--- src/rtl/mem_port_arbiter.sv ---
// N-port round-robin arbiter for the shared memory port, with in-order read-response routing.
// Build option: define MEM_ARB_PORT0_PRIORITY_EN to give port 0 absolute priority.
module mem_port_arbiter #(
  parameter int NUM_PORTS = 2,
  parameter int ADDR_W    = 15,
  parameter int DATA_W    = 16,
  parameter int RD_LAT    = 1
) (
  input  logic                        clk,
  input  logic                        reset,
  input  logic [NUM_PORTS-1:0]        req,
  input  logic [NUM_PORTS-1:0]        we,
  input  logic [NUM_PORTS*ADDR_W-1:0] addr,
  input  logic [NUM_PORTS*DATA_W-1:0] wdata,
  output logic [NUM_PORTS-1:0]        gnt,
  output logic [NUM_PORTS-1:0]        rvalid,
  output logic [DATA_W-1:0]           rdata,
  output logic                        mem_en,
  output logic                        mem_we,
  output logic [ADDR_W-1:0]           mem_addr,
  output logic [DATA_W-1:0]           mem_wdata,
  input  logic [DATA_W-1:0]           mem_rdata
);
  localparam int IDW = $clog2(NUM_PORTS);
  localparam logic [IDW-1:0] LAST_ID = IDW'(NUM_PORTS - 1);
  localparam logic [IDW:0]   NP_W    = (IDW + 1)'(NUM_PORTS);

  logic [IDW-1:0]       ptr_q, ptr_d;
  logic                 win_vld;
  logic [IDW-1:0]       win_id;
  logic                 hold_ptr;
  logic [IDW:0]         scan_sum;
  logic [IDW-1:0]       scan_id;

  logic                 mem_en_q, mem_en_d;
  logic                 mem_we_q, mem_we_d;
  logic [ADDR_W-1:0]    mem_addr_q, mem_addr_d;
  logic [DATA_W-1:0]    mem_wdata_q, mem_wdata_d;

  logic [RD_LAT-1:0]    tag_vld_q, tag_vld_d;
  logic [IDW-1:0]       tag_id_q [RD_LAT];
  logic [IDW-1:0]       tag_id_d [RD_LAT];

  logic [NUM_PORTS-1:0] rvalid_q, rvalid_d;
  logic [DATA_W-1:0]    rdata_q, rdata_d;

  always_comb begin
    win_vld  = 1'b0;
    win_id   = '0;
    hold_ptr = 1'b0;
    scan_sum = '0;
    scan_id  = '0;
    // Scan from the far offset down so the requester nearest the pointer is written last and wins.
    for (int off = NUM_PORTS - 1; off >= 0; off--) begin
      scan_sum = {1'b0, ptr_q} + (IDW + 1)'(off);
      if (scan_sum >= NP_W) scan_sum = scan_sum - NP_W;
      scan_id = scan_sum[IDW-1:0];
      if (req[scan_id]) begin
        win_vld = 1'b1;
        win_id  = scan_id;
      end
    end
`ifdef MEM_ARB_PORT0_PRIORITY_EN
    if (req[0]) begin
      win_vld  = 1'b1;
      win_id   = '0;
      hold_ptr = 1'b1;
    end
`endif
    if (reset) win_vld = 1'b0;
  end

  always_comb begin
    gnt = '0;
    if (win_vld) gnt[win_id] = 1'b1;
  end

  always_comb begin
    ptr_d       = ptr_q;
    mem_en_d    = win_vld;
    mem_we_d    = mem_we_q;
    mem_addr_d  = mem_addr_q;
    mem_wdata_d = mem_wdata_q;
    if (win_vld) begin
      if (!hold_ptr) ptr_d = (win_id == LAST_ID) ? '0 : win_id + 1'b1;
      mem_we_d    = we[win_id];
      mem_addr_d  = addr[int'(win_id)*ADDR_W +: ADDR_W];
      mem_wdata_d = wdata[int'(win_id)*DATA_W +: DATA_W];
    end
  end

  // Read ownership travels alongside the memory latency; writes enter as invalid slots.
  always_comb begin
    tag_vld_d[0] = win_vld & ~we[win_id];
    tag_id_d[0]  = win_id;
    for (int i = 1; i < RD_LAT; i++) begin
      tag_vld_d[i] = tag_vld_q[i-1];
      tag_id_d[i]  = tag_id_q[i-1];
    end
    rvalid_d = '0;
    rdata_d  = rdata_q;
    if (tag_vld_q[RD_LAT-1]) begin
      rvalid_d[tag_id_q[RD_LAT-1]] = 1'b1;
      rdata_d                      = mem_rdata;
    end
  end

  always_ff @(posedge clk or posedge reset) begin
    if (reset) begin
      ptr_q       <= '0;
      mem_en_q    <= 1'b0;
      mem_we_q    <= 1'b0;
      mem_addr_q  <= '0;
      mem_wdata_q <= '0;
      tag_vld_q   <= '0;
      for (int i = 0; i < RD_LAT; i++) tag_id_q[i] <= '0;
      rvalid_q    <= '0;
      rdata_q     <= '0;
    end else begin
      ptr_q       <= ptr_d;
      mem_en_q    <= mem_en_d;
      mem_we_q    <= mem_we_d;
      mem_addr_q  <= mem_addr_d;
      mem_wdata_q <= mem_wdata_d;
      tag_vld_q   <= tag_vld_d;
      for (int i = 0; i < RD_LAT; i++) tag_id_q[i] <= tag_id_d[i];
      rvalid_q    <= rvalid_d;
      rdata_q     <= rdata_d;
    end
  end

  assign mem_en    = mem_en_q;
  assign mem_we    = mem_we_q;
  assign mem_addr  = mem_addr_q;
  assign mem_wdata = mem_wdata_q;
  assign rvalid    = rvalid_q;
  assign rdata     = rdata_q;

endmodule

--- config.mk ---
export PLATFORM = sky130hd
export DESIGN_NAME = mem_port_arbiter
export DESIGN_NICKNAME = d
export VERILOG_FILES = /design/src/rtl/mem_port_arbiter.sv
export SDC_FILE = /design/constraint.sdc
export NUM_CORES = 1
export LEC_CHECK = 0
export CAP_MARGIN = 20
export CORE_MARGIN = 5
export CORE_UTILIZATION = 33
export DETAILED_ROUTE_END_ITERATION = 10
export MAX_ROUTING_LAYER = met4
export PLACE_DENSITY_LB_ADDON = 0.25
export RECOVER_POWER = 25
export SLEW_MARGIN = 30
export SYNTH_ARGS = -nofsm -noshare
export SYNTH_HDL_FRONTEND = slang
export SYNTH_SLANG_ARGS = --single-unit
export TNS_END_PERCENT = 50
--- constraint.sdc ---
create_clock -name clk -period 4.6 [get_ports clk]
set_input_delay 1.38 -clock clk [delete_from_list [all_inputs] [get_ports clk]]
set_output_delay 1.38 -clock clk [all_outputs]
set_load 0.1 [all_outputs]
Word-level counts from Yosys, hierarchy flattened
Index checks and enable logic that the tools add are counted.
{"block": "classes", "n_shift": 2, "bitwise": 2, "n_mux": 20, "addsub": 4, "n_reduce_logical": 2, "magnitude_cmp": 8, "mul": 1}
{"op": "32-bit by 6-bit indexed part select with 16-bit output", "count": 1}
{"op": "30-bit by 6-bit indexed part select with 15-bit output", "count": 1}
{"op": "1-bit two-way mux", "count": 16}
{"op": "1-bit by 2-bit less-than comparator with 1-bit output, second input constant", "count": 4}
{"op": "1-bit by 4-bit multiplier with 5-bit output, second input constant", "count": 1}
{"op": "2-bit two-way mux", "count": 2}
{"op": "1-bit by 1-bit adder with 2-bit output, second input constant", "count": 1}
{"op": "1-bit demux with 1-bit select", "count": 2}
{"op": "1-bit >= comparator, second input constant", "count": 2}
{"op": "1-bit by 2-bit >= comparator with 1-bit output, second input constant", "count": 1}
{"op": "2-bit >= comparator, second input constant", "count": 1}
{"op": "1-bit logical AND", "count": 2}
{"op": "1-bit subtractor, second input constant", "count": 2}
{"op": "1-bit adder, second input constant", "count": 1}
{"op": "1-bit AND", "count": 1}
{"op": "1-bit inverter", "count": 1}
{"block": "word_totals", "output_inout_bits": 53, "word_cells": 48, "input_bits": 84, "regBits": 54}

Longest topological paths before layout
Gate-level depths: netlist of run 1.
{"block": "depth", "depth_word": 12, "ltp_mapped": 5}

Worst setup path after synthesis of run 1
Ideal clock, no wire load.
{"block": "synth_path", "path_kind": "input -> output", "from": "input reset", "to": "output gnt[1]", "path_stages": 4, "setup_slack_ps": -44, "t_arrival_ps": 3264, "cell_sequence": "inv_1 > and3_4 > buf_6 > buf_6"}
{"block": "synth_via", "elab_chain_cells": 2}
{"element": "from (decl)", "line_no": "10", "source": "input logic reset,"}
{"element": "1-bit two-way mux", "line_no": "70", "source": "if (reset) win_vld = 1'b0;"}
{"element": "2-bit two-way mux", "line_no": "75", "source": "if (win_vld) gnt[win_id] = 1'b1;"}
{"element": "to (decl)", "line_no": "15", "source": "output logic [NUM_PORTS-1:0] gnt,"}
Every way passes these cells.

Worst setup path after layout of run 1
{"block": "layout_path", "from": "input req[0]", "to": "output gnt[1]"}
{"block": "layout_via", "elab_chain_cells": 9, "elab_cells_between_ends": 15, "cone_classes": "order compare: 2; mux: 12; reduce/logical: 1"}
{"element": "from (decl)", "line_no": "11", "source": "input logic [NUM_PORTS-1:0] req,"}
{"element": "1-bit two-way mux (not written as such) (2 in a row)", "line_no": "58", "source": "if (req[scan_id]) begin"}
{"element": "1-bit two-way mux (2 in a row)", "line_no": "58"}
{"element": "1-bit by 2-bit less-than comparator with 1-bit output (not written as such) / 1-bit >= comparator (equally long branches)", "line_no": "75"}
{"element": "1-bit logical AND (not written as such)", "line_no": "75"}
{"element": "1-bit two-way mux (not written as such)", "line_no": "75"}
{"element": "1-bit demux with 1-bit select", "line_no": "75"}
{"element": "2-bit two-way mux *", "line_no": "75"}
Every way passes the cells marked *; elsewhere a longest branch is shown, timed or not. The select of a mux whose other input is x is not followed.

==> impl_metrics.csv, run 1 <==
group,metric,value,unit
clocking,htreeDepth,2,
setup_path,arrival,2.78,ns
timing,relSlewSlack,14.1,%
clocking,holdBufCountCts,0,
clocking,post_cts_buffers,0,
setup_path,cp-start-kind,"input port",
die,io_pins,137,
status,status,"finished clean",
route,drt_iter0_markers,43,
timing,tns,0,ns
hold_path,hold_path_depth,1,
grt,grt_overflow,0,
timing,max_freq,240,MHz
route,finalWirelength,6100,um
clocking,clk_latency,0.29,ns
finish,antennaDiodeCount,0,
grt,grt.total_usage,14.6,%
timing,skew,0.00257,ns
placed_design,place_congestion,0.824,
clocking,cts_tree,"yes",
placed_design,hpwlAfterDp,4610,um
timing,setup_ws,0.435,ns
finish,final_core_util,56.0,%
clocking,clock-root-buffer,"clkbuf_8",
finish,final_cells,374,
finish,syn2layout_area_growth,67.5,%
timing,holdWs,0.427,ns
finish,ff_latch_area,1350,um^2
clocking,clkTransAtPathRegs,0.09,ns
setup_path,crit_type,"in2out",
power_and_ir_drop,power_density,488,nW/um^2
setup_path,cp_data_required_time,3.22,ns
power_and_ir_drop,power,1.83,mW
finish,multi_input_area,786,um^2
finish,fill_cells,580,
power_and_ir_drop,irDropWorstVdd,0.174,mV
yosys,ys_ff_latch,54,
yosys,ys_seq_area_share,60.2,%
yosys,postSynthCellCount,160,
finish,drive_above_1_share,11.6,%
grt,grt_max_degree,55,
placed_design,portBuffers,136,
yosys,ys_types,20,
timing,period_needed,4.16,ns
route,via_per_inst,4.76,
run,maxCapViolCount,0,
route,wl_per_cell,16.3,um
timing,final-hold-violation-count,0,
finish,nets,377,
placed_design,post_dp_cell_area,3650,um^2
timing,rsz0062_at_grt,"no",
finish,layout_commonest_cell,"clkdlybuf4s50_1",
route,final_antenna_net_count,0,
placed_design,dp_worst_setup_slack,0.530,ns
timing,maxSlewViolCount,0,
yosys,ys_warn_count,0,
timing,tightest_slew,1.29,ns
die,fp-row-count,30,
route,first_pass_iters,4,
grt,antenna_found_initial,0,
setup_path,reg2reg_depth,4,
route,vias,1782,
die,core,6720,um^2
die,die_h,92.5,um
die,die_area,8560,um^2
finish,final_cell_mix,"116 x clkdlybuf4s50_1, 54 x dfrtp_1, 32 x and2_1, 31 x a221o_1, 18 x dlygate4sd3_1",
yosys,syn_area_per_cell,14.0,um^2
grt,grt_pass1_wl,9580,um
yosys,syn_area,2250,um^2
power_and_ir_drop,leakagePower,1.57,nW
setup_path,worst_setup_path_end_kind,"output port",
clocking,post_cts_resized,0,
placed_design,dp.cells,366,
timing,setup_viol_count_final,0,
finish,final_area,3760,um^2
yosys,synth_fp_nets,244,
die,start_util,33.4,%
timing,finalCritPeriodShare,90.5,%
setup_path,critPathMaxFanout,32,
route,drc,0,
clocking,clock-sinks,54,
grt,grt_pass1_vias,1876,
hold_path,hold_class,"reg2reg",
clocking,cts.path.max_buffers,2,
clocking,cts_buffers,5,
die,die_w,92.5,um
[metal layers]
metal	up-vias	share of wire, %	track usage, %
met5	-	0	-
li1	853	-	-
met3	6	7.3	3.98
met1	840	40	17.5
met4	0	1.2	3.96
met2	83	51	24.1
[where the power goes]
group	switching, mW	internal, mW	total [mW]	leakage, nW
combinational	0.672	0.261	0.932	0.856
clock	0.150	0.163	0.313	0.0585
sequential	0.0392	0.550	0.590	0.659
total	0.860	0.974	1.83	1.57
[critical path: stages]
cell           delay, ns
dlygate4sd3_1       0.61
nand2b_4            0.11
and3_4              0.44
buf_12              0.23
[synth_stat cells (all sizes together)]
cell type,n,area (um^2)
a21boi,1,7.51
a21o,1,7.51
a221o,31,310
a31o,1,8.76
and2,33,206
and3,2,17.5
buf,11,97.6
clkbuf,2,7.51
dfrtp,54,1350
inv,2,7.51
mux2,16,180
nand2,1,3.75
nand2b,1,13.8
nor2,1,3.75
nor2b,1,6.26
o21bai,1,7.51
o22a,1,8.76
[flip-flops by register name (all words and copies together), names as in the netlist]
name and count:
mem_addr 15, mem_we 1, rdata 16, rvalid 2
mem_wdata 16, ptr_q 1, mem_en 1, tag_vld_q 1
tag_id_q 1
[path summary, 6_finish.rpt]
| check | from | to | slack [ns] |
|---|---|---|---|
| max | req[0] | gnt[1] | 0.44 |
| max in group asynchronous | reset | mem_wdata[5] | 1.79 |
| min reg2reg | tag_id_q | rvalid[0] | 0.43 |
| min in group asynchronous | reset | mem_wdata[13] | 2.05 |
| max reg2reg | ptr_q | mem_wdata[0] | 3.19 |
| min | tag_id_q | rvalid[0] | 0.43 |
[final cells by class]
cell class | instances | share of cell area, %
flip-flops and latches | 54 | 35.9
repair buffers | 139 | 37.2
clock buffers | 5 | 1.83
inverters | 2 | 0.299
well taps | 80 | 2.66
clock inverters | 3 | 1.16
multi-input cells | 91 | 20.9
[cell families (layout without fill, tap and decap cells)]
logic type | Yosys count | in the layout | share of synthesized area [%]
AOI/OAI and AO/OA | 36 | 36 | 15.6
muxes | 16 | 16 | 8.02
DFF | 54 | 54 | 60.2
and+or+nand+nor | 39 | 39 | 11.2
buffers and inverters | 15 | 149 | 5.01
Note: power is estimated with default switching activity, not from simulation.
==> run 2, diff against run 1 <==
CTS_CLUSTER_SIZE = 20   (was unset)
PLACE_DENSITY_LB_ADDON = 0.15   (was 0.25)
==> impl_metrics.csv, run 2 (synthesis results as in run 1) <==
group,metric,value,unit
setup_path,reg2reg_depth,4,
clocking,clock-sinks,54,
placed_design,portBuffers,136,
route,via_per_inst,4.88,
setup_path,r2r_slack,3.20,ns
route,vias,1826,
placed_design,dp.cells,366,
finish,final_area,3740,um^2
clocking,clock-root-buffer,"clkbuf_8",
grt,grt.total_usage,14.9,%
hold_path,hold_path_depth,1,
power_and_ir_drop,switching_share,47.9,%
finish,nets,377,
timing,relSlewSlack,11.2,%
timing,tightest_slew,1.33,ns
clocking,cts_tree,"yes",
finish,syn2layout_area_growth,66.5,%
route,first_pass_iters,4,
power_and_ir_drop,internal-power,0.933,mW
power_and_ir_drop,pwr-share-clk,15.0,%
die,die_w,92.5,um
finish,final_cells,374,
setup_path,r2r_start,"ptr_q",
die,die_area,8560,um^2
die,fp-row-count,30,
grt,grt_max_degree,55,
setup_path,crit_start,"req[0]",
status,status,"finished clean",
run,maxCapViolCount,0,
timing,max_freq,240,MHz
setup_path,reg2reg_to,"mem_wdata[11]",
grt,grt_overflow,0,
die,die_h,92.5,um
power_and_ir_drop,irDropWorstVdd,0.211,mV
grt,antenna_found_initial,0,
placed_design,post_dp_cell_area,3650,um^2
power_and_ir_drop,power_density,479,nW/um^2
die,io_pins,137,
finish,antennaDiodeCount,0,
clocking,cts_buffers,5,
route,finalWirelength,6240,um
hold_path,hold_class,"reg2reg",
timing,period_needed,4.17,ns
grt,grt_pass1_vias,1932,
timing,final-hold-violation-count,0,
clocking,post_cts_buffers,0,
finish,final_core_util,55.6,%
timing,rsz0062_at_grt,"no",
finish,drive_above_1_share,11.2,%
clocking,post_cts_resized,0,
setup_path,critPathMaxFanout,32,
placed_design,hpwlAfterDp,4480,um
power_and_ir_drop,switchingPower,0.858,mW
clocking,clkTransAtPathRegs,0.09,ns
timing,skew,0.00700,ns
timing,maxSlewViolCount,0,
route,wl_per_cell,16.7,um
setup_path,cp_data_required_time,3.22,ns
finish,layout_commonest_cell,"clkdlybuf4s50_1",
power_and_ir_drop,leakagePower,1.56,nW
die,start_util,33.4,%
setup_path,arrival,2.79,ns
die,core,6720,um^2
setup_path,crit_type,"in2out",
timing,finalCritPeriodShare,90.6,%
clocking,holdBufCountCts,0,
placed_design,place_congestion,0.695,
route,drc,0,
finish,final_cell_mix,"116 x clkdlybuf4s50_1, 54 x dfrtp_1, 33 x and2_1, 31 x a221o_1, 18 x dlygate4sd3_1",
setup_path,cp-start-kind,"input port",
timing,tns,0,ns
setup_path,cp-endpoint,"gnt[1]",
timing,setup_viol_count_final,0,
clocking,htreeDepth,2,
setup_path,worst_setup_path_end_kind,"output port",
clocking,cts.path.max_buffers,2,
route,drt_iter0_markers,55,
power_and_ir_drop,pwr-share-comb,52.0,%
clocking,clk_latency,0.30,ns
grt,grt_pass1_wl,9750,um
power_and_ir_drop,seq_power_share,33.0,%
route,final_antenna_net_count,0,
==> run 2: worst max-delay path, stage by stage <==
cell and delay (ns):
dlygate4sd3_1 0.61, nand2b_4 0.10, and3_4 0.45, buf_12 0.23
==> run 2: layout make-up <==
type,count,area [um^2]
clock inverters,1,5.00
well taps,80,100
inverters,2,8.76
multi-input cells,91,786
flip-flops and latches,54,1350
fillers,579,2980
clock buffers,7,86.3
repair buffers,139,1400
==> run 2: power groups by stage <==
stage	sequential (mW)	combinational, mW	clock (mW)
after floorplan	1.14	0.133	0
after global placement	0.599	0.937	0
after detailed placement	0.600	0.940	0
after CTS	0.592	0.942	0.280
after global routing	0.602	0.959	0.301
final	0.590	0.931	0.269
==> run 2: metal layers <==
metal | part of all wire, % | routed length, um | GRT usage, %
met2 | 48 | 2980 | 23.4
met4 | 0.82 | 51 | 3.71
met3 | 9.1 | 571 | 5.12
met1 | 42 | 2640 | 18.5
met5 | 0 | 0 | -
==> run 2: through the flow <==
step / hold WS [ns] / power [mW] / worst slack (ns)
global route: 0.440 / 1.86 / 0.369
finish: 0.423 / 1.79 / 0.432
global placement: 0.398 / 1.54 / 0.524
CTS: 0.422 / 1.81 / 0.525
floorplan: 0.395 / 1.28 / 0.317
detailed placement: 0.408 / 1.54 / 0.526
==> run 2: worst min-delay path by stage <==
stage / end / from / slack (ns)
CTS: rvalid[0] / tag_id_q / 0.42
finish: rvalid[0] / tag_id_q / 0.42
floorplan: rvalid[0] / tag_id_q / 0.39
detailed placement: rvalid[0] / tag_id_q / 0.41
global route: rvalid[0] / tag_id_q / 0.44
global placement: rvalid[0] / tag_id_q / 0.40
